`src/rtl/conv_tree_deserializer.sv`:
```
`default_nettype none
// ============================================================================
//  Module   : conv_tree_deserializer
//  Purpose  : Receive side of the convolution tree serializer. Samples one
//             serial bit per clock, aligns to frames on an explicit ALIGN
//             strobe and reassembles OUTPUTS_NUM-bit parallel words, undoing
//             the bit-reversed ordering of the serializer's binary mux tree.
//  Ports    : CLK        - the only clock, rising edge
//             RESET      - asynchronous, active-high reset
//             SERIAL_IN  - serial data, one bit per CLK cycle
//             ALIGN      - marks the SERIAL_IN bit of this cycle as bit 0
//             PAR_OUT    - last complete frame, held until the next one
//             PAR_VALID  - one-cycle pulse when PAR_OUT updates
//             FRAME_ERR  - one-cycle pulse when ALIGN truncates a frame
//             LOCKED     - high once aligned
//  Revision : 1.0 - initial release
// ============================================================================
module conv_tree_deserializer #(
    parameter int OUTPUTS_NUM = 256,
    parameter int STAGES_NUM  = $clog2(OUTPUTS_NUM),
    parameter int BIT_REVERSE = 1
) (
    input  logic                   CLK,
    input  logic                   RESET,
    input  logic                   SERIAL_IN,
    input  logic                   ALIGN,
    output logic [OUTPUTS_NUM-1:0] PAR_OUT,
    output logic                   PAR_VALID,
    output logic                   FRAME_ERR,
    output logic                   LOCKED
);

    localparam logic [STAGES_NUM-1:0] c_zero = '0;
    localparam logic [STAGES_NUM-1:0] c_one  = STAGES_NUM'(1);
    localparam logic [STAGES_NUM-1:0] c_last = STAGES_NUM'(OUTPUTS_NUM - 1);

    typedef enum logic [0:0] {
        ST_UNLOCKED = 1'b0,
        ST_LOCKED   = 1'b1
    } state_t;

    state_t                  r_state;
    logic [STAGES_NUM-1:0]   r_cnt;
    logic [OUTPUTS_NUM-1:0]  r_shadow;
    logic [OUTPUTS_NUM-1:0]  r_par_out;
    logic                    r_par_valid;
    logic                    r_frame_err;
    logic                    r_locked;

    logic [STAGES_NUM-1:0]   w_map;     // shadow position of serial bit r_cnt
    logic [OUTPUTS_NUM-1:0]  w_merged;  // shadow with the current bit folded in

    // Serial bit k belongs at PAR_OUT[bitrev(k)] when the serializer used a
    // binary mux tree; otherwise the order is straight.
    generate
        if (BIT_REVERSE != 0) begin : g_rev
            for (genvar i = 0; i < STAGES_NUM; i++) begin : g_bit
                assign w_map[i] = r_cnt[STAGES_NUM-1-i];
            end
        end else begin : g_fwd
            assign w_map = r_cnt;
        end
    endgenerate

    // The final bit of a frame is published in the same edge it is sampled,
    // so PAR_OUT is loaded from the shadow merged with that bit.
    always_comb begin
        w_merged        = r_shadow;
        w_merged[w_map] = SERIAL_IN;
    end

    always_ff @(posedge CLK or posedge RESET) begin
        if (RESET) begin
            r_state     <= ST_UNLOCKED;
            r_cnt       <= c_zero;
            r_shadow    <= '0;
            r_par_out   <= '0;
            r_par_valid <= 1'b0;
            r_frame_err <= 1'b0;
            r_locked    <= 1'b0;
        end else begin
            r_par_valid <= 1'b0;
            r_frame_err <= 1'b0;
            case (r_state)
                ST_UNLOCKED: begin
                    if (ALIGN) begin
                        // map(0) is position 0 in either ordering
                        r_shadow[0] <= SERIAL_IN;
                        r_cnt       <= c_one;
                        r_state     <= ST_LOCKED;
                        r_locked    <= 1'b1;
                    end
                end
                ST_LOCKED: begin
                    if (ALIGN) begin
                        // ALIGN mid-frame drops the partial frame and restarts
                        r_shadow[0] <= SERIAL_IN;
                        r_cnt       <= c_one;
                        if (r_cnt != c_zero) begin
                            r_frame_err <= 1'b1;
                        end
                    end else begin
                        r_shadow[w_map] <= SERIAL_IN;
                        r_cnt           <= r_cnt + c_one;
                        if (r_cnt == c_last) begin
                            r_par_out   <= w_merged;
                            r_par_valid <= 1'b1;
                        end
                    end
                end
                default: begin
                    r_state  <= ST_UNLOCKED;
                    r_locked <= 1'b0;
                end
            endcase
        end
    end

    assign PAR_OUT   = r_par_out;
    assign PAR_VALID = r_par_valid;
    assign FRAME_ERR = r_frame_err;
    assign LOCKED    = r_locked;

endmodule
`default_nettype wire
```
`config.mk`:
```
export PLATFORM = sky130hd
export DESIGN_NAME = conv_tree_deserializer
export DESIGN_NICKNAME = d
export VERILOG_FILES = /design/src/rtl/conv_tree_deserializer.sv
export SDC_FILE = /design/constraint.sdc
export NUM_CORES = 1
export LEC_CHECK = 0
export CAP_MARGIN = 40
export CORE_MARGIN = 1
export CORE_UTILIZATION = 45
export DETAILED_ROUTE_END_ITERATION = 7
export GPL_TIMING_DRIVEN = 0
export PLACE_DENSITY_LB_ADDON = 0.05
export REMOVE_ABC_BUFFERS = 1
export SLEW_MARGIN = 10
export SYNTH_ARGS = -nofsm -noshare
export SYNTH_HDL_FRONTEND = slang
export SYNTH_SLANG_ARGS = --single-unit
```
`constraint.sdc`:
```
create_clock -name CLK -period 20.4 [get_ports CLK]
set_clock_uncertainty 0.15 [all_clocks]
set_input_delay 5.1 -clock CLK [delete_from_list [all_inputs] [get_ports CLK]]
set_output_delay 5.1 -clock CLK [all_outputs]
set_load 0.01 [all_outputs]
```
==> impl_metrics.yaml <==
outcome:
  status: "complete, no violations"
worst_setup_path:
  reg2reg_to: "PAR_OUT[128]"
  cp.required_ns: 20.73
  rrSetupSlack_ns: 16.78
  startpoint: "ALIGN"
  arrival_ns: 8.48
  path_max_fanout: 64
  slowest_stage: "nor2b_4"
  ff2ff_path_depth: 7
  critical_path_class: "in -> reg"
  cp-endpoint: "PAR_OUT[128]"
  path_buf_inv: 5
  rr_startpoint: "r_state"
  crit_family: "buffers and inverters"
  crit_path_max_incr_delay_ns: 0.82
  cp.depth: 8
  startpoint_type: "input port"
  cp-end-kind: "flip-flop"
  path_cells: "clkdlybuf4s50_1 -> nor2b_4 -> buf_12 -> buf_12 -> and3_4 -> buf_16 -> buf_16 -> a31oi_1"
logic_synthesis:
  synthArstFlopShare_pct: 100
  synthAdderAreaFrac_pct: 0.196
  avgSynthCellArea_sq_um: 10.1
  synth_compound_area_share_pct: 17.4
  synth_cell_types: 44
  yosys.area_share.xor_xnor_pct: 0.137
  syn-cell-area_sq_um: 25500
  synthSimpleGateAreaFrac_pct: 13.4
  synth.ff_latch_count: 523
  synth_top_family_by_area: "compound AO/OA/AOI/OAI gates"
  synth_warnings: 0
  synthCells: 2529
  synth-edff-count: 0
  yosysSeqAreaShare_pct: 51.3
  synth.area.mux_share_pct: 11.3
  synth_ff_type: "dfrtp_1"
pwr:
  p_int_w: 0.00167
  p_leak_nw: 12.6
  peakVddDrop_mv: 0.0596
  p_seq_share_pct: 47.7
  p_comb_share_pct: 7.0
  clockPowerShare_pct: 45.3
  p_sw_share_pct: 24.6
  switchingPower_w: 0.000543
  powerDensity_nw_per_um2: 70.6
clocking:
  cts.sinks: 523
  clock_path_buffers: 3
  cts_root_buf: "clkbuf_16"
  cts-htree-levels: 2
  cts_made_buffers: 57
  tritoncts: "done"
  clkTransAtPathRegs_ns: 0.06
  ctsResizeCount: 0
  clock_latency_ns: 0.62
  cts_setup_buffers: 0
  ctsHoldBuffers: 0
cells_and_area:
  fillCellCount: 4842
  layout-drive-gt1-share_pct: 17.5
  layout_common_cells: "519 x dfrtp_1, 511 x a31oi_1, 270 x nand3_1"
  fin_nets: 2579
  fin_cells: 3356
  area.growth.synth_to_final_pct: 22.8
  layout_commonest_cell: "dfrtp_1"
  antennaDiodeCount: 0
drt:
  drt-total-wl_um: 86800
  drt_iter0_markers: 2303
  postRouteAntennaNets: 0
  drc_errors: 0
  vias: 21900
  wl_per_cell_um: 25.9
  dr.pass1.iters: 5
  via_per_inst: 6.54
placement:
  placed_cells: 3257
  dp_hpwl_um: 51600
  gp_congestion: 0.758
  port_buffers: 262
job:
  cap_violations: 0
timing:
  finalCritPeriodShare_pct: 40.0
  fin_tns_setup_ns: 0
  fin_crit_ns: 8.15
  max_freq_ghz: 0.123
  max_slew.worst_pin.slew_ns: 0.946
  rsz0062_at_grt: "no"
  finalHoldViolCount: 0
  slew_headroom_pct: 36.9
  setup_viol: 0
  drv_slew: 0
die:
  io_pins: 263
  die_w_um: 240
  start_util_pct: 46.0
  rows: 86
  die_area_sq_um: 57700
  die_height_um: 240
  coreArea_sq_um: 55500
global_route:
  met1_usage_pct: 42.9
  first_global_vias: 21100
  grt_start_max_net_pins: 160
  grt_use_met3_pct: 4.32
  grt_overflow: 0
  grt_usage_pct: 29.9
  grt_first_pass_wirelength_um: 132000
  use_met2_pct: 45.9
  antenna_found_initial: 1
  grt_busiest_layer: "met2"
worst_hold_path:
  hold_path.class: "reg -> reg"
synthesized netlist by cell type, drive strengths merged (5+ instances only):
library cell  instances  area share (%)
nand3b                8            0.24
inv                   5           0.074
nand4bb               6            0.26
clkbuf              248             3.7
nand2                34            0.50
o21ai               241             4.7
dfrtp               523              51
mux2                256              11
nand3               273             5.4
nor3                226             4.8
buf                 122             2.4
a31oi               511              13
and3                  5            0.12
nor4bb                5            0.20
and3b                 8            0.27
worst min path at each step:
stage              endpoint  slack [ns]         start  cells after the start
6_report             LOCKED        0.33        LOCKED                      1
4_1_cts              LOCKED        0.32        LOCKED                      1
3_5_place_dp         LOCKED        0.30        LOCKED                      1
2_1_floorplan  r_shadow[16]        0.30  r_shadow[16]                      1
5_1_grt        r_shadow[23]        0.34  r_shadow[23]                      1
3_3_place_gp         LOCKED        0.29        LOCKED                      1
per-layer routing:
layer  up-vias  part of all wire (%)
met5         -                     0
met4         0                   3.1
met3       144                   6.8
met2       892                    47
met1     11300                    44
li1       9576                     -
cells by family after synthesis:
kind of cell,Yosys count
DFF,523
adders and majority gates,4
buffers and inverters,375
muxes,257
AOI/OAI and AO/OA,759
and+or+nand+nor,607
xor gates and xnor gates,4
cell type report:
class	instances	area [sq um]	area share (%)
Timing Repair Buffer	353	4480	14.3
Multi-Input combinational cell	1631	11000	35.2
Inverter	5	26.3	0.0839
Clock buffer	88	1700	5.41
Tap cell	748	936	2.99
Clock inverter	8	68.8	0.220
Sequential cell	523	13100	41.8
power groups by stage:
stage / sequential, W / clock [W] / combinational (W)
floorplan: 0.00107 / 0 / 0.0000600
global placement: 0.00108 / 0 / 0.000119
detailed placement: 0.00107 / 0 / 0.000150
CTS: 0.00105 / 0.00102 / 0.000151
global route: 0.00106 / 0.00106 / 0.000164
finish: 0.00106 / 0.00100 / 0.000154
worst register-to-register path, stage by stage, from the launching register on:
cell     delay, ns
dfrtp_1       0.66
nor2b_4       0.82
buf_12        0.28
buf_12        0.24
and3_4        0.46
buf_16        0.31
buf_16        0.39
a31oi_1       0.17
metrics by stage:
stage / cell area (sq um) / hold slack (ns) / setup WS [ns] / power [W] / util (%)
2_1_floorplan: 24000 / 0.301 / 0.285 / 0.00113 / -
3_3_place_gp: 27500 / 0.293 / -11.77 / 0.00119 / 49.6
3_5_place_dp: 29500 / 0.298 / 11.71 / 0.00122 / 53.1
4_1_cts: 31300 / 0.321 / 12.36 / 0.00222 / 56.3
5_1_grt: 31300 / 0.344 / 12.16 / 0.00228 / 56.4
6_report: 31300 / 0.325 / 12.25 / 0.00221 / 56.4
registers in the layout (all words and copies together) (netlist names):
signal	count
r_state	1
FRAME_ERR	1
PAR_VALID	1
r_cnt	8
LOCKED	1
r_shadow	255
PAR_OUT	256
(Power assumes the default switching activity.)
==> patch: new RTL, same flow settings <==
Make the reset (`RESET`) synchronous in one clocked block. Comments in the files are not updated.
--- a/src/rtl/conv_tree_deserializer.sv
+++ b/src/rtl/conv_tree_deserializer.sv
@@ -70,5 +70,5 @@
     end
 
-    always_ff @(posedge CLK or posedge RESET) begin
+    always_ff @(posedge CLK) begin
         if (RESET) begin
             r_state     <= ST_UNLOCKED;
Function: not settled (the Yosys comparison gave no result); the edit may change what the design does.
==> patch against the unedited design <==
Power is 1.8% lower; sequential cell count did not move; final area decreased by 15%; non-clock buffer count decreased by 33; setup slack better by 470 ps; core utilization up 0.54 points; die area shrank 16%; area after synthesis down 17%; wire length decreased by 31%; register-to-register slack better by 30 ps; critical path type unchanged; largest power group unchanged; highest routed layer unchanged.
==> patch: results (changes against the unedited design) <==
Power and ir drop
  • Static power due to leakage: 8.544 nW (-32%)
  • Power share of the clock group: 45.0% (-0.3 points)
  • Sw frac: 23.07% (-1.5 points)
  • Maximum vdd drop: 61.48 uV (+3.1%)

Setup path
  • Reg-to-reg critical path startpoint: r_cnt[2]
  • Slowest CP cell: sky130_fd_sc_hd__clkdlybuf4s50_1
  • Delay contributed by the slowest stage of the critical path: 770 ps (-50 ps)
  • Arrival time of the worst setup path: 8060 ps (-420 ps)
  • Cells on worst reg2reg path: 9 (+2)
  • CP top delay family: buffers and inverters
  • CP Capture Point: PAR_OUT[93]

Logic synthesis
  • Leading cell types by count after synthesis: sky130_fd_sc_hd__dfxtp_1 (523), sky130_fd_sc_hd__nor2_1 (418), sky130_fd_sc_hd__mux2i_1 (257)
  • Syn avg cell area: 9.863 um2 (-2.2%)
  • Top area cells in the synthesized netlist: sky130_fd_sc_hd__dfxtp_1 (49%), sky130_fd_sc_hd__mux2i_1 (12%), sky130_fd_sc_hd__o2bb2ai_1 (10%)
  • Sequential fraction of the synthesis area: 49.19% (-2.1 points)
  • Proportion of synthesized flip-flops having asynchronous set or reset: 0% (-100 points)
  • Prevailing post-synth register cell: sky130_fd_sc_hd__dfxtp_1

GRT
  • Global routing usage on met1: 33.89% (-9.0 points)
  • Met3 layer usage reported by global route: 4.831% (+0.51 points)
  • First-pass GRT wire length: 93360 um (-29%)
  • Antenna violations before repair: 0 (-1)
  • Total routing usage reported by global routing: 24.63% (-5.3 points)
  • Routing usage on met2: 38.97% (-7.0 points)
  • Maximum number of pins on one net before global-route repair: 132 (-18%)

Drt
  • Met1 Wirelength: 27660 um (-27%)
  • Sum of met3 wire segment lengths after detailed routing: 3208 um (-46%)
  • Number of vias per cell after detailed routing: 5.566 (-15%)
  • Number of vias after detailed routing: 16410 (-25%)
  • Number of DRC markers in iteration 0: 1189 (-48%)
  • WL/cell: 20.25 um (-22%)

Clock tree
  • Number of CTS-inserted buffers: 56 (-1.8%)
  • Latest clock arrival within the worst-skew pair: 600 ps (-20 ps)

Placed design
  • Cells after DPL: 2852 (-12%)
  • Placer Congestion: 0.7090 (-6.5%)

Cells and area
  • Filler cell count: 4011 (-17%)
  • Total number of nets in the final design: 2311 (-10%)
  • Share of final-layout standard cells stronger than drive strength 1: 7.988% (-9.5 points)

Outcome
  • Run status: completed

STA
  • Slew margin rel.: 41.33% (+4.4 points)

Min path
  • Sink of the worst hold path: PAR_OUT[202]
  • Worst Hold Launch: PAR_OUT[202]
[patch: area by class of cell]
class,count,share of cell area [%]
tap,607,2.864
timing repair buffer,320,14.58
clock buffer,85,6.304
inverter,4,0.05662
clock inverter,11,0.3020
sequential,523,39.48
multi-input combinational,1398,36.40
[patch: metrics by stage]
stage | cell area, um2 | worst slack [ps]
final | 26520 | 12710
after global routing | 26520 | 12580
after CTS | 26520 | 12730
after detailed placement | 24770 | 12100
after global placement | 23470 | -40400
after floorplan | 20090 | -3641
[patch: cell families after synthesis]
kind of cell    synth area share (%)
compound gates                 20.11
fa+ha+maj                     0.2352
xor+xnor                      0.2469
mux                            12.09
simple gates                   12.43
buf+inv                        5.696
flops                          49.19
[patch: power groups by stage]
stage | registers, W | clock network, W | logic, W
floorplan | 0.00108 | 0 | 0.0000996
global placement | 0.00109 | 0 | 0.000154
detailed placement | 0.00109 | 0 | 0.000130
CTS | 0.00106 | 0.000998 | 0.000131
global route | 0.00107 | 0.00104 | 0.000144
finish | 0.00106 | 0.000977 | 0.000130
